$ cat config.mk
export PLATFORM = sky130hd
export DESIGN_NAME = register_file_mp
export DESIGN_NICKNAME = d
export VERILOG_FILES = /design/src/rtl/register_file_pkg.sv /design/src/rtl/register_file_write_merge.sv /design/src/rtl/register_file_mp.sv
export SDC_FILE = /design/constraint.sdc
export NUM_CORES = 2
export LEC_CHECK = 0
export BUFFER_PORTS_ARGS = -buffer_cell sky130_fd_sc_hd__buf_2
export CORE_AREA = 2 2 289 505
export DETAILED_ROUTE_END_ITERATION = 6
export DIE_AREA = 0 0 291 507
export PLACE_DENSITY_LB_ADDON = 0.15
export SYNTH_ARGS = -nofsm -noshare
export SYNTH_HDL_FRONTEND = slang
export SYNTH_SLANG_ARGS = --single-unit
$ cat constraint.sdc
create_clock -name clk -period 4.8 [get_ports clk]
set_clock_uncertainty 0.05 [all_clocks]
set_input_delay 0.72 -clock clk [delete_from_list [all_inputs] [get_ports clk]]
set_output_delay 0.72 -clock clk [all_outputs]
set_load 0.02 [all_outputs]
$ cat src/rtl/register_file_pkg.sv
// Shared helpers for the multi-port register file.
//   addr_width : address width for a given entry count (never below 1 bit)
//   byte_width : number of byte lanes in an entry
//   slice_lo   : low bit index of lane/port `idx` in a packed bus of `width`-bit fields
package register_file_pkg;

    localparam int BYTE_BITS = 8;

    function automatic int addr_width(input int num_address);
        int w;
        w = $clog2(num_address);
        return (w < 1) ? 1 : w;
    endfunction

    function automatic int byte_width(input int data_length);
        return data_length / BYTE_BITS;
    endfunction

    function automatic int slice_lo(input int idx, input int width);
        return idx * width;
    endfunction

endpackage

$ cat src/rtl/register_file_write_merge.sv
// Per-entry write merge. Given the entry's current contents and every write
// port, produces the value the entry holds after this edge.
//   i_current        : stored value of this entry
//   i_write_enable   : per-port write request
//   i_write_address  : packed write addresses
//   i_write_byte_en  : packed per-port byte enables
//   i_write_data     : packed write data
//   o_next           : merged next value (equals i_current when not hit)
//   o_hit            : at least one enabled port targets this entry
//   o_conflict       : two or more enabled ports target this entry
module register_file_write_merge
    import register_file_pkg::*;
#(
    parameter int NUM_WRITE   = 2,
    parameter int DATA_LENGTH = 32,
    parameter int AW          = 4,
    parameter int ENTRY_INDEX = 0,
    localparam int BW         = byte_width(DATA_LENGTH)
) (
    input  logic [DATA_LENGTH-1:0]           i_current,
    input  logic [NUM_WRITE-1:0]             i_write_enable,
    input  logic [NUM_WRITE*AW-1:0]          i_write_address,
    input  logic [NUM_WRITE*BW-1:0]          i_write_byte_en,
    input  logic [NUM_WRITE*DATA_LENGTH-1:0] i_write_data,
    output logic [DATA_LENGTH-1:0]           o_next,
    output logic                             o_hit,
    output logic                             o_conflict
);

    localparam logic [AW-1:0] ENTRY_ADDR = AW'(ENTRY_INDEX);

    logic [NUM_WRITE-1:0] w_match;

    genvar gi;
    generate
        for (gi = 0; gi < NUM_WRITE; gi++) begin : g_match
            assign w_match[gi] = i_write_enable[gi] &&
                (i_write_address[slice_lo(gi, AW) +: AW] == ENTRY_ADDR);
        end
    endgenerate

    assign o_hit = |w_match;
    // Clearing the lowest set bit leaves something only if two or more matched.
    assign o_conflict = |(w_match & (w_match - NUM_WRITE'(1)));

    // Ports applied in ascending order so the highest-indexed port wins each byte.
    always_comb begin
        o_next = i_current;
        for (int k = 0; k < NUM_WRITE; k++) begin
            for (int b = 0; b < BW; b++) begin
                if (w_match[k] && i_write_byte_en[slice_lo(k, BW) + b]) begin
                    o_next[slice_lo(b, BYTE_BITS) +: BYTE_BITS] =
                        i_write_data[slice_lo(k, DATA_LENGTH) + slice_lo(b, BYTE_BITS) +: BYTE_BITS];
                end
            end
        end
    end

endmodule

$ cat src/rtl/register_file_mp.sv
// Multi-port register file: NUM_WRITE byte-enabled write ports merged per entry,
// NUM_READ independent read ports with optional write-to-read bypass and an
// optional output register, plus per-entry written-since-reset tracking.
//   clk, reset      : rising-edge clock, synchronous active-high reset
//   write_enable    : per-port write request
//   write_address   : packed write addresses (port k at [k*AW +: AW])
//   write_byte_en   : packed byte enables (port k at [k*BW +: BW])
//   write_data_in   : packed write data
//   read_address    : packed read addresses
//   read_data_out   : packed read data
//   read_valid      : entry at the read address written since reset
//   write_conflict  : two or more enabled writes hit the same in-range entry
module register_file_mp
    import register_file_pkg::*;
#(
    parameter int NUM_ADDRESS  = 16,
    parameter int DATA_LENGTH  = 32,
    parameter int NUM_READ     = 2,
    parameter int NUM_WRITE    = 2,
    parameter int READ_LATENCY = 0,
    parameter int BYPASS       = 1,
    localparam int AW          = addr_width(NUM_ADDRESS),
    localparam int BW          = byte_width(DATA_LENGTH)
) (
    input  logic                             clk,
    input  logic                             reset,
    input  logic [NUM_WRITE-1:0]             write_enable,
    input  logic [NUM_WRITE*AW-1:0]          write_address,
    input  logic [NUM_WRITE*BW-1:0]          write_byte_en,
    input  logic [NUM_WRITE*DATA_LENGTH-1:0] write_data_in,
    input  logic [NUM_READ*AW-1:0]           read_address,
    output logic [NUM_READ*DATA_LENGTH-1:0]  read_data_out,
    output logic [NUM_READ-1:0]              read_valid,
    output logic                             write_conflict
);

    localparam bit USE_BYPASS = (BYPASS != 0);

    logic [DATA_LENGTH-1:0] r_mem [NUM_ADDRESS];
    logic [NUM_ADDRESS-1:0] r_written;

    logic [DATA_LENGTH-1:0] w_next [NUM_ADDRESS];
    logic [NUM_ADDRESS-1:0] w_hit;
    logic [NUM_ADDRESS-1:0] w_conflict_entry;
    logic                   w_conflict;

    genvar gi;

    // One merge per entry. Out-of-range write addresses match no entry, so they
    // are dropped and never count as a conflict.
    generate
        for (gi = 0; gi < NUM_ADDRESS; gi++) begin : g_entry
            register_file_write_merge #(
                .NUM_WRITE   (NUM_WRITE),
                .DATA_LENGTH (DATA_LENGTH),
                .AW          (AW),
                .ENTRY_INDEX (gi)
            ) u_merge (
                .i_current       (r_mem[gi]),
                .i_write_enable  (write_enable),
                .i_write_address (write_address),
                .i_write_byte_en (write_byte_en),
                .i_write_data    (write_data_in),
                .o_next          (w_next[gi]),
                .o_hit           (w_hit[gi]),
                .o_conflict      (w_conflict_entry[gi])
            );
        end
    endgenerate

    assign w_conflict = |w_conflict_entry;

    always_ff @(posedge clk) begin
        if (reset) begin
            for (int i = 0; i < NUM_ADDRESS; i++) begin
                r_mem[i] <= '0;
            end
            r_written <= '0;
        end else begin
            for (int i = 0; i < NUM_ADDRESS; i++) begin
                r_mem[i] <= w_next[i];
            end
            r_written <= r_written | w_hit;
        end
    end

    // Read ports. The bypass path forwards the same merged value that is about
    // to be stored, so forwarded and stored data cannot diverge.
    generate
        for (gi = 0; gi < NUM_READ; gi++) begin : g_read
            logic [AW-1:0]          w_addr;
            logic [DATA_LENGTH-1:0] w_data;
            logic                   w_valid;

            assign w_addr = read_address[slice_lo(gi, AW) +: AW];

            // One-hot scan over existing entries: an address past the last
            // entry matches nothing and reads as 0 / not valid.
            always_comb begin
                w_data  = '0;
                w_valid = 1'b0;
                for (int e = 0; e < NUM_ADDRESS; e++) begin
                    if (w_addr == AW'(e)) begin
                        w_data  = USE_BYPASS ? w_next[e] : r_mem[e];
                        w_valid = r_written[e] | (USE_BYPASS & w_hit[e]);
                    end
                end
            end

            if (READ_LATENCY == 1) begin : g_reg
                logic [DATA_LENGTH-1:0] r_data;
                logic                   r_valid;

                always_ff @(posedge clk) begin
                    if (reset) begin
                        r_data  <= '0;
                        r_valid <= 1'b0;
                    end else begin
                        r_data  <= w_data;
                        r_valid <= w_valid;
                    end
                end

                assign read_data_out[slice_lo(gi, DATA_LENGTH) +: DATA_LENGTH] = r_data;
                assign read_valid[gi] = r_valid;
            end else begin : g_comb
                assign read_data_out[slice_lo(gi, DATA_LENGTH) +: DATA_LENGTH] = w_data;
                assign read_valid[gi] = w_valid;
            end
        end
    endgenerate

    generate
        if (READ_LATENCY == 1) begin : g_conflict_reg
            logic r_conflict;

            always_ff @(posedge clk) begin
                if (reset) begin
                    r_conflict <= 1'b0;
                end else begin
                    r_conflict <= w_conflict;
                end
            end

            assign write_conflict = r_conflict;
        end else begin : g_conflict_comb
            assign write_conflict = w_conflict;
        end
    endgenerate

endmodule
==> metrics.yaml <==
status: "finished, violations left"
failed_checks: "DRC, setup timing"
crit_top_cell: "buf_4"
p_per_area_mw_per_mm2: 269
grt_pass1_wl_um: 390000
hold_violations: 0
vias_per_cell: 6.11
r2r_start: "r_mem[1][41]"
path_cells: "buf_4, inv_2, buf_12, nand2_1, a21oi_2, buf_4, o211ai_1, o211ai_1, buf_4, a21o_1, buf_2"
slew_headroom: 0.324
hold_class: "in2reg"
cp-startpoint: "read_address[5]"
cts_buffers: 60
port_buffers: 158
cpMaxStageDelayCell: "a21oi_2"
areaGrowthSynthToFinish_pct: 30.5
final_area_mm2: 0.0465
fin_setup_tns_ns: -0.189
synth_edf_count: 0
die_w_um: 291
seq_area_mm2: 0.0106
core_area_mm2: 0.143
synth_seq_cells: 528
grt_max_degree: 103
synth_area_per_cell_um2: 7.33
gp_congestion: 1.04
min_period_over_period: 1.02
netlist_instances: 4860
post_drt_wl_per_cell_um: 39.7
period_minus_slack_ns: 4.88
dieArea_mm2: 0.148
row_count: 184
clk_pin_slew_ns: 0.06
yosys_warnings: 0
firstDrtPassIters: 7
antenna_found_initial: 30
setup_violations: 4
cts_tree: "built"
p_leak_nw: 18.6
multiInputGateArea_mm2: 0.0236
max-cap-violations: 0
arrival_ns: 4.11
max_stage_delay_ns: 0.67
yosysMostFrequentCell: "nor2_1"
ys_types: 88
crit_fanout: 43
synth_area_leaders: "dfxtp_1 30%, mux2i_1 11%, nor2_1 6.7%"
synthArstFlopShare: 0
nNetsFinal: 5559
synthTopCellsByCount: "636 x nor2_1, 528 x dfxtp_1, 443 x a21oi_1"
clockBufferDepth: 3
drt_iter0_drc: 4965
critPathRequiredTime_ns: 4.03
ios: 159
yosys.area.top_type_share: 0.297
tightest_slew_ns: 1.01
start_util: 0.249
syn-num-nets: 4952
yosysTopAreaCell: "dfxtp_1"
root_buffer: "clkbuf_16"
cts_max_level: 2
grt_use_total: 0.387
ys.flop_type: "dfxtp_1"
grt_overflow: 0
hpwl_um: 222000
min-delay-start: "reset"
syn_area_mm2: 0.0356
synth_seq_area_share: 0.297
final_antenna_net_count: 0
wl_um: 293000
drive_above_1_share: 0.243
postCtsHoldBufs: 0
peakVddDrop_uv: 293
via_count: 45200
cp-end-kind: "output port"
fillerInstances: 15700
worst_skew_pair.late_latency_ns: 0.75
worstSetupPathType: "in2out"
cts.sink_count: 528
route.detailed.drc: 6
die_y_um: 507
rsz0062_at_grt: "yes"
maxSlewViolCount: 0
place_area_mm2: 0.0440
start_kind: "input port"
grt_pass1_vias: 43400
fmax_mhz: 205
setup_slack_ns: -0.0832
==> state kept, by name, summed over array words and instances (netlist names) <==
signal / count
r_mem: 512
r_written: 16
==> final cells by class <==
cell class | count | area share
clock inverters | 22 | 0.00584
well taps | 1860 | 0.0500
clock buffers | 86 | 0.0368
inverters | 12 | 0.000996
multi-input cells | 3845 | 0.508
repair buffers | 1020 | 0.170
flip-flops and latches | 528 | 0.227
diodes | 17 | 0.000915
==> logic make-up after synthesis <==
| kind of cell | count (synthesis) | share of synthesized area |
|---|---|---|
| and+or+nand+nor | 1872 | 0.254 |
| AOI/OAI and AO/OA | 1522 | 0.261 |
| DFF | 528 | 0.297 |
| buffers and inverters | 487 | 0.0535 |
| muxes | 450 | 0.134 |
| xor gates and xnor gates | 1 | 0.000246 |
==> repair_timing <==
item | in CTS | in global routing
buffers inserted | 0 | 6
gates resized for setup | 17 | 64
endpoints found under the setup margin | 12 | 45
pin swaps | 0 | 8
cloned | 0 | 0
==> placed cells by master (no fill, tap or decap), types with 16 or more instances in the layout <==
| cell type | instances |
|---|---|
| a221oi_1 | 38 |
| nand2_1 | 363 |
| a31o_2 | 24 |
| mux2_2 | 54 |
| dfxtp_1 | 528 |
| nor2_2 | 40 |
| buf_4 | 815 |
| a21o_1 | 16 |
| mux4_2 | 17 |
| a211oi_1 | 29 |
| o22ai_1 | 96 |
| buf_2 | 151 |
| buf_12 | 50 |
| a31oi_1 | 95 |
| clkbuf_16 | 61 |
| nor3_1 | 99 |
| clkbuf_1 | 16 |
| o211ai_1 | 50 |
| a22o_1 | 19 |
| a21oi_1 | 428 |
| diode_2 | 17 |
| a22oi_1 | 90 |
| mux2i_1 | 373 |
| nor2_1 | 616 |
| nor2b_1 | 360 |
| o21ai_0 | 431 |
| nand3_1 | 230 |
| o221ai_1 | 21 |
==> report_power, final <==
part           switching [mW]  internal, mW
sequential             0.0196          4.46
clock                    2.34          2.78
combinational            2.06         0.824
==> stage by stage <==
stage	hold slack, ns	power [mW]	cells	setup WS (ns)	util
3_3_place_gp	0.407	7.30	7259	-0.442	0.307
6_report	0.387	12.5	7390	-0.0832	0.324
2_1_floorplan	0.389	5.69	4860	0.834	-
4_1_cts	0.433	12.4	7367	-0.00245	0.322
3_5_place_dp	0.417	7.29	7259	-0.439	0.307
5_1_grt	0.435	12.7	7374	-0.123	0.324
==> worst paths after layout <==
check                      end  depth (start not counted)  slack [ns]
max          read_data_out[48]                         11       -0.08
min               r_mem[1][71]                          2        0.39
max reg2reg       r_mem[1][41]                          4        3.32
min reg2reg       r_written[9]                          2        0.44
==> layer usage <==
| layer | up-vias | part of all wire | GRT usage |
|---|---|---|---|
| met1 | 22200 | 0.34 | 0.398 |
| met2 | 2921 | 0.46 | 0.632 |
| met3 | 1272 | 0.078 | 0.0943 |
| li1 | 18800 | - | - |
| met5 | - | 0.00023 | 0 |
| met4 | 10 | 0.12 | 0.394 |
==> critical path: cells and delay by family <==
family	cells	cell delay, ns
buffers and inverters	6	1.30
and+or+nand+nor	1	0.64
AOI/OAI and AO/OA	4	1.40
Note: power is estimated with default switching activity, not from simulation.
